### config.mk
export PLATFORM = sky130hd
export DESIGN_NAME = led_bar_animator
export DESIGN_NICKNAME = d
export VERILOG_FILES = /design/src/rtl/led_bar_animator.sv
export SDC_FILE = /design/constraint.sdc
export NUM_CORES = 1
export LEC_CHECK = 0
export CORE_MARGIN = 4
export CORE_UTILIZATION = 38
export CTS_CLUSTER_DIAMETER = 150
export DETAILED_ROUTE_END_ITERATION = 16
export DONT_BUFFER_PORTS = 1
export HOLD_SLACK_MARGIN = 0.08
export PLACE_DENSITY = 0.53
export SETUP_SLACK_MARGIN = 0.1
export SYNTH_ARGS = -nofsm -noshare
export SYNTH_HDL_FRONTEND = slang
export SYNTH_SLANG_ARGS = --single-unit
### constraint.sdc
create_clock -name clk -period 6.9 [get_ports clk]
set_clock_uncertainty 0.1 [all_clocks]
set_input_delay 0.69 -clock clk [delete_from_list [all_inputs] [get_ports clk]]
set_output_delay 0.69 -clock clk [all_outputs]
set_load 0.02 [all_outputs]
### src/rtl/led_bar_animator.sv
// LED bar animator: switch-selected speed and pattern, one frame per prescaler tick.
// Switch inputs are synchronised; a change of synchronised speed or mode restarts
// the frame period, and a mode change also restarts the animation from position 0.
module led_bar_animator #(
  parameter int unsigned LED_N       = 16,
  parameter int unsigned PER1        = 100000000,
  parameter int unsigned PER2        = 50000000,
  parameter int unsigned PER3        = 20000000,
  parameter int unsigned SYNC_STAGES = 2
) (
  input  logic                         clk,
  input  logic                         rst_n,
  input  logic [1:0]                   speed_sw,
  input  logic [1:0]                   mode_sw,
  output logic [LED_N-1:0]             leds,
  output logic [$clog2(LED_N+1)-1:0]   pos,
  output logic                         tick
);

  localparam int unsigned PosW   = $clog2(LED_N + 1);
  localparam int unsigned PerMax = (PER1 > PER2) ? ((PER1 > PER3) ? PER1 : PER3)
                                                 : ((PER2 > PER3) ? PER2 : PER3);
  localparam int unsigned CntW   = $clog2(PerMax);
  localparam int unsigned SyncW  = 2 * SYNC_STAGES;

  localparam logic [1:0] ModeBounce = 2'd0;
  localparam logic [1:0] ModeScan   = 2'd1;
  localparam logic [1:0] ModeWrap   = 2'd2;
  localparam logic [1:0] ModeHold   = 2'd3;

  localparam logic [LED_N-1:0] LedOnes = '1;
  localparam logic [LED_N-1:0] LedTop  = {1'b1, {(LED_N-1){1'b0}}};

  typedef enum logic {DirUp, DirDown} dir_e;

  logic [SyncW-1:0] speed_sync_q, mode_sync_q;
  logic [1:0]       speed_s, speed_nx, mode_s, mode_nx;
  logic             speed_chg, mode_chg, run;

  logic [CntW-1:0]  cnt_q, cnt_d;
  logic             tick_q, tick_d;
  logic [PosW-1:0]  pos_q, pos_d, top;
  dir_e             dir_q, dir_d;
  logic [LED_N-1:0] leds_q, leds_d;

  // Last stage is the synchronised value; the stage before it is the value it takes
  // on the next edge, so a change is acted on in the same edge it becomes visible.
  assign speed_s   = speed_sync_q[SyncW-1 -: 2];
  assign speed_nx  = speed_sync_q[SyncW-3 -: 2];
  assign mode_s    = mode_sync_q[SyncW-1 -: 2];
  assign mode_nx   = mode_sync_q[SyncW-3 -: 2];
  assign speed_chg = (speed_s != speed_nx);
  assign mode_chg  = (mode_s != mode_nx);
  assign run       = (speed_s != 2'd0) && (mode_s != ModeHold);

  function automatic logic [CntW-1:0] reload_val(input logic [1:0] s);
    logic [CntW-1:0] v;
    unique case (s)
      2'd1:    v = CntW'(PER1 - 1);
      2'd2:    v = CntW'(PER2 - 1);
      2'd3:    v = CntW'(PER3 - 1);
      default: v = '0;
    endcase
    return v;
  endfunction

  function automatic logic [LED_N-1:0] pattern(input logic [1:0] m, input logic [PosW-1:0] p);
    return (m == ModeScan) ? (LedTop >> p) : ~(LedOnes >> p);
  endfunction

  // Switch synchronisers.
  always_ff @(posedge clk or negedge rst_n) begin
    if (!rst_n) begin
      speed_sync_q <= '0;
      mode_sync_q  <= '0;
    end else begin
      speed_sync_q <= {speed_sync_q[SyncW-3:0], speed_sw};
      mode_sync_q  <= {mode_sync_q[SyncW-3:0], mode_sw};
    end
  end

  // Prescaler next state: reload on any switch change, otherwise count down while running.
  always_comb begin
    cnt_d  = cnt_q;
    tick_d = 1'b0;
    if (speed_chg || mode_chg) begin
      cnt_d = reload_val(speed_nx);
    end else if (run) begin
      if (cnt_q == '0) begin
        tick_d = 1'b1;
        cnt_d  = reload_val(speed_s);
      end else begin
        cnt_d = cnt_q - CntW'(1);
      end
    end
  end

  // Frame next state: mode change restarts, otherwise advance at the end of a tick cycle.
  always_comb begin
    pos_d  = pos_q;
    dir_d  = dir_q;
    leds_d = leds_q;
    top    = (mode_s == ModeScan) ? PosW'(LED_N - 1) : PosW'(LED_N);
    if (mode_chg) begin
      pos_d = '0;
      dir_d = DirUp;
      // Hold keeps whatever was on display.
      if (mode_nx != ModeHold) leds_d = pattern(mode_nx, '0);
    end else if (tick_q && (mode_s != ModeHold)) begin
      unique case (mode_s)
        ModeWrap: pos_d = (pos_q == top) ? '0 : pos_q + PosW'(1);
        default: begin
          if (dir_q == DirUp) begin
            if (pos_q == top) begin
              pos_d = top - PosW'(1);
              dir_d = DirDown;
            end else begin
              pos_d = pos_q + PosW'(1);
            end
          end else begin
            if (pos_q == '0) begin
              pos_d = PosW'(1);
              dir_d = DirUp;
            end else begin
              pos_d = pos_q - PosW'(1);
            end
          end
        end
      endcase
      leds_d = pattern(mode_s, pos_d);
    end
  end

  // Prescaler and frame state registers.
  always_ff @(posedge clk or negedge rst_n) begin
    if (!rst_n) begin
      cnt_q  <= '0;
      tick_q <= 1'b0;
      pos_q  <= '0;
      dir_q  <= DirUp;
      leds_q <= '0;
    end else begin
      cnt_q  <= cnt_d;
      tick_q <= tick_d;
      pos_q  <= pos_d;
      dir_q  <= dir_d;
      leds_q <= leds_d;
    end
  end

  assign leds = leds_q;
  assign pos  = pos_q;
  assign tick = tick_q;

endmodule

==> results.py <==
metrics = {
    "placed_design": {
        "gp_congestion": 0.871,
        "portBuffers": 0,
        "hpwl_um": 6400,
        "postPlaceCellArea_sq_um": 3700,
        "pre_cts_ws_ps": 3700,
    },
    "worst_setup_path": {
        "cp.arrival_ps": 3340,
        "r2r_slack_ps": 3670,
        "r2r_start": "cnt_q[0]$_DFFE_PN0P_",
        "rr_worst_depth": 8,
        "cp_max_fo": 24,
        "cp-end-kind": "flip-flop",
        "required_ps": 7010,
        "rr_endpoint": "cnt_q[9]$_DFFE_PN0P_",
        "startpoint_type": "flip-flop",
        "crit_type": "flip-flop to flip-flop",
    },
    "floorplanning": {
        "initial_core_util_pct": 39.2,
        "coreArea_sq_um": 9280,
        "ioPinCount": 28,
        "die_y_um": 106,
        "dieWidth_um": 106,
        "die_area_sq_um": 11200,
        "num_rows": 35,
    },
    "drt": {
        "drt-initial-drc-count": 253,
        "drc": 0,
        "drt-wirelength-per-cell_um": 16.9,
        "postRouteAntennaNets": 0,
        "dr.pass1.iters": 5,
        "routed_wl_um": 9100,
        "via_per_inst": 5.84,
        "vias": 3149,
    },
    "global_route": {
        "grt_pass1_vias": 3080,
        "grt_max_degree": 59,
        "antenna_found_initial": 0,
        "groute.usage.overall_pct": 17.3,
        "grt_overflow": 0,
        "grt_first_pass_wirelength_um": 15700,
    },
    "yosys": {
        "synth_edf_count": 0,
        "seq_area_frac_synth_pct": 39.8,
        "synth_warnings": 0,
        "syn_inst": 413,
        "synth.distinct_cells": 62,
        "synth-seq-cells": 58,
        "syn_area_per_cell_sq_um": 8.82,
        "synth-main-ff-cell": "dfrtp_1",
        "netlist_area_sq_um": 3640,
        "async_flop_share_pct": 100,
        "syn_nets": 433,
    },
    "clock_network": {
        "clk_pin_slew_ps": 70,
        "h-tree-depth": 3,
        "numCtsBuffers": 9,
        "cts_resized": 0,
        "cts_tree": "yes",
        "cts_root_buf": "clkbuf_8",
        "clk_path_buf_depth": 2,
        "cts_hold_buf": 1,
        "clock-sinks": 58,
        "insertion_delay_ps": 330,
        "post_cts_buffers": 0,
    },
    "timing": {
        "rsz0062_at_grt": "no",
        "finalSetupViolations": 0,
        "fin_tns_setup_ps": 0,
        "post-route-period-util_pct": 46.8,
        "relSlewSlack_pct": 42.9,
        "setup_ws_ps": 3670,
        "slew_violations": 0,
        "min_period_ps": 3230,
        "finalHoldViolations": 0,
        "timing.fmax_mhz": 310,
        "tightest_slew_ps": 852,
    },
    "finish": {
        "finish.utilization_pct": 42.4,
        "design_area_sq_um": 3930,
        "drive_above_1_share_pct": 8.29,
        "antennaDiodeCount": 0,
        "nets": 426,
        "syn2layout_area_growth_pct": 8.00,
    },
    "status": {
        "outcome": "finished, final reports clean",
    },
    "pwr": {
        "ir_worst_vdd_v": 0.000109,
        "p_leak_nw": 1.61,
        "powerDensity_nw_per_um2": 203,
    },
    "worst_hold_path": {
        "holdCritPathClass": "input pin to asynchronous set/reset pin",
    },
    "job": {
        "drv_cap": 0,
    },
}
==> cell usage in the layout (no fill, tap or decap), types with 6 or more instances in the layout <==
master and instances:
a21oi_1 27, nor3_1 24, or4_1 6, nand4_1 6, ha_1 14, o21ai_0 36
clkbuf_8 12, dfrtp_1 58, inv_1 13, or3_1 6, nor2_1 34, a31oi_1 9
nand2_1 46, nand3_1 19
==> registers in the layout, summed over array words and instances, names as in the netlist <==
register / flops
dir_q: 1
speed_sync_q: 4
mode_sync_q: 4
tick: 1
cnt_q: 27
leds: 16
pos: 5
==> through the flow <==
stage               total power [W]  instances  hold slack [ps]
floorplan                  0.000450        413              294
global placement           0.000470        523              296
detailed placement         0.000471        523              296
CTS                        0.000810        539              116
global route               0.000843        539              123
finish                     0.000798        539              125
==> worst max-delay path by stage <==
| stage | end | from | slack [ps] | cells past startpoint |
|---|---|---|---|---|
| after floorplan | leds[15]$_DFFE_PN0P_ | pos[0]$_DFFE_PN0P_ | 4200 | 9 |
| after global placement | cnt_q[9]$_DFFE_PN0P_ | cnt_q[0]$_DFFE_PN0P_ | 3760 | 8 |
| after detailed placement | cnt_q[9]$_DFFE_PN0P_ | cnt_q[0]$_DFFE_PN0P_ | 3700 | 8 |
| after CTS | cnt_q[9]$_DFFE_PN0P_ | cnt_q[0]$_DFFE_PN0P_ | 3690 | 8 |
| after global routing | cnt_q[9]$_DFFE_PN0P_ | cnt_q[0]$_DFFE_PN0P_ | 3440 | 8 |
| final | cnt_q[9]$_DFFE_PN0P_ | cnt_q[0]$_DFFE_PN0P_ | 3670 | 8 |
==> final cells by class <==
| cell class | instances | area, sq um |
|---|---|---|
| inverter | 13 | 48.8 |
| tap | 129 | 161 |
| clock inverter | 2 | 35.0 |
| timing repair buffer | 3 | 42.5 |
| multi-input combinational | 321 | 2030 |
| fill | 952 | 5350 |
| clock buffer | 13 | 169 |
| sequential | 58 | 1450 |
==> report_power, final <==
| group | internal, W | switching (W) | total, W |
|---|---|---|---|
| clock network | 0.000194 | 0.000131 | 0.000325 |
| registers | 0.000360 | 0.0000233 | 0.000384 |
| logic | 0.0000334 | 0.0000568 | 0.0000902 |
| total | 0.000588 | 0.000211 | 0.000798 |
==> synthesized netlist by cell type, drive strengths merged (2+ instances only) <==
master,n,area (sq um)
nand4b,3,26.3
a31oi,9,56.3
nand3,20,113
o211a,2,20.0
o21a,5,37.5
xnor2,5,43.8
o31ai,2,15.0
dfrtp,58,1450
xor2,2,17.5
nand4,6,37.5
nor2,34,128
or3,7,48.8
o2111ai,2,17.5
clkbuf,10,37.5
a32o,3,30.0
buf,11,83.8
or4,7,56.3
o311ai,4,35.0
inv,13,48.8
nor4,5,46.3
a211o,2,17.5
a221o,4,42.5
o211ai,5,42.5
a21oi,27,135
a32oi,2,43.8
a22oi,2,15.0
nand2,47,179
nor3,24,120
o22a,4,35.0
nor2b,5,31.3
ha,14,175
o221ai,3,43.8
a22o,3,26.3
o21ai,39,195
and3,5,31.3
nand2b,5,31.3
==> cells by family (layout without fill, tap and decap cells) <==
group                    count (synthesis)  in the layout  synth area share (%)
adder cells (fa/ha/maj)                 14             14                  4.81
AO/OA/AOI/OAI                          127            127                  24.5
buffers and inverters                   34             31                  4.67
XOR/XNOR                                 7              7                  1.68
flip-flops                              58             58                  39.8
AND/OR/NAND/NOR                        172            172                  24.2
multiplexers                             1              1                 0.275
==> layer usage <==
metal	wire length [um]	global-route usage (%)	up-vias
met5	0	0	-
met4	183	6.48	0
met3	370	3.22	17
met2	4060	25.8	73
met1	4480	24.9	1529
li1	-	-	1530
==> worst max-delay path: stages (launching register included) <==
cell and delay [ps]:
dfrtp_1 380, inv_1 90, ha_1 180, or3b_2 530, nor4_4 350, and4_1 420
a31o_2 530, nor2_1 210, a32o_1 300
Power figures use the tool's default switching activity.
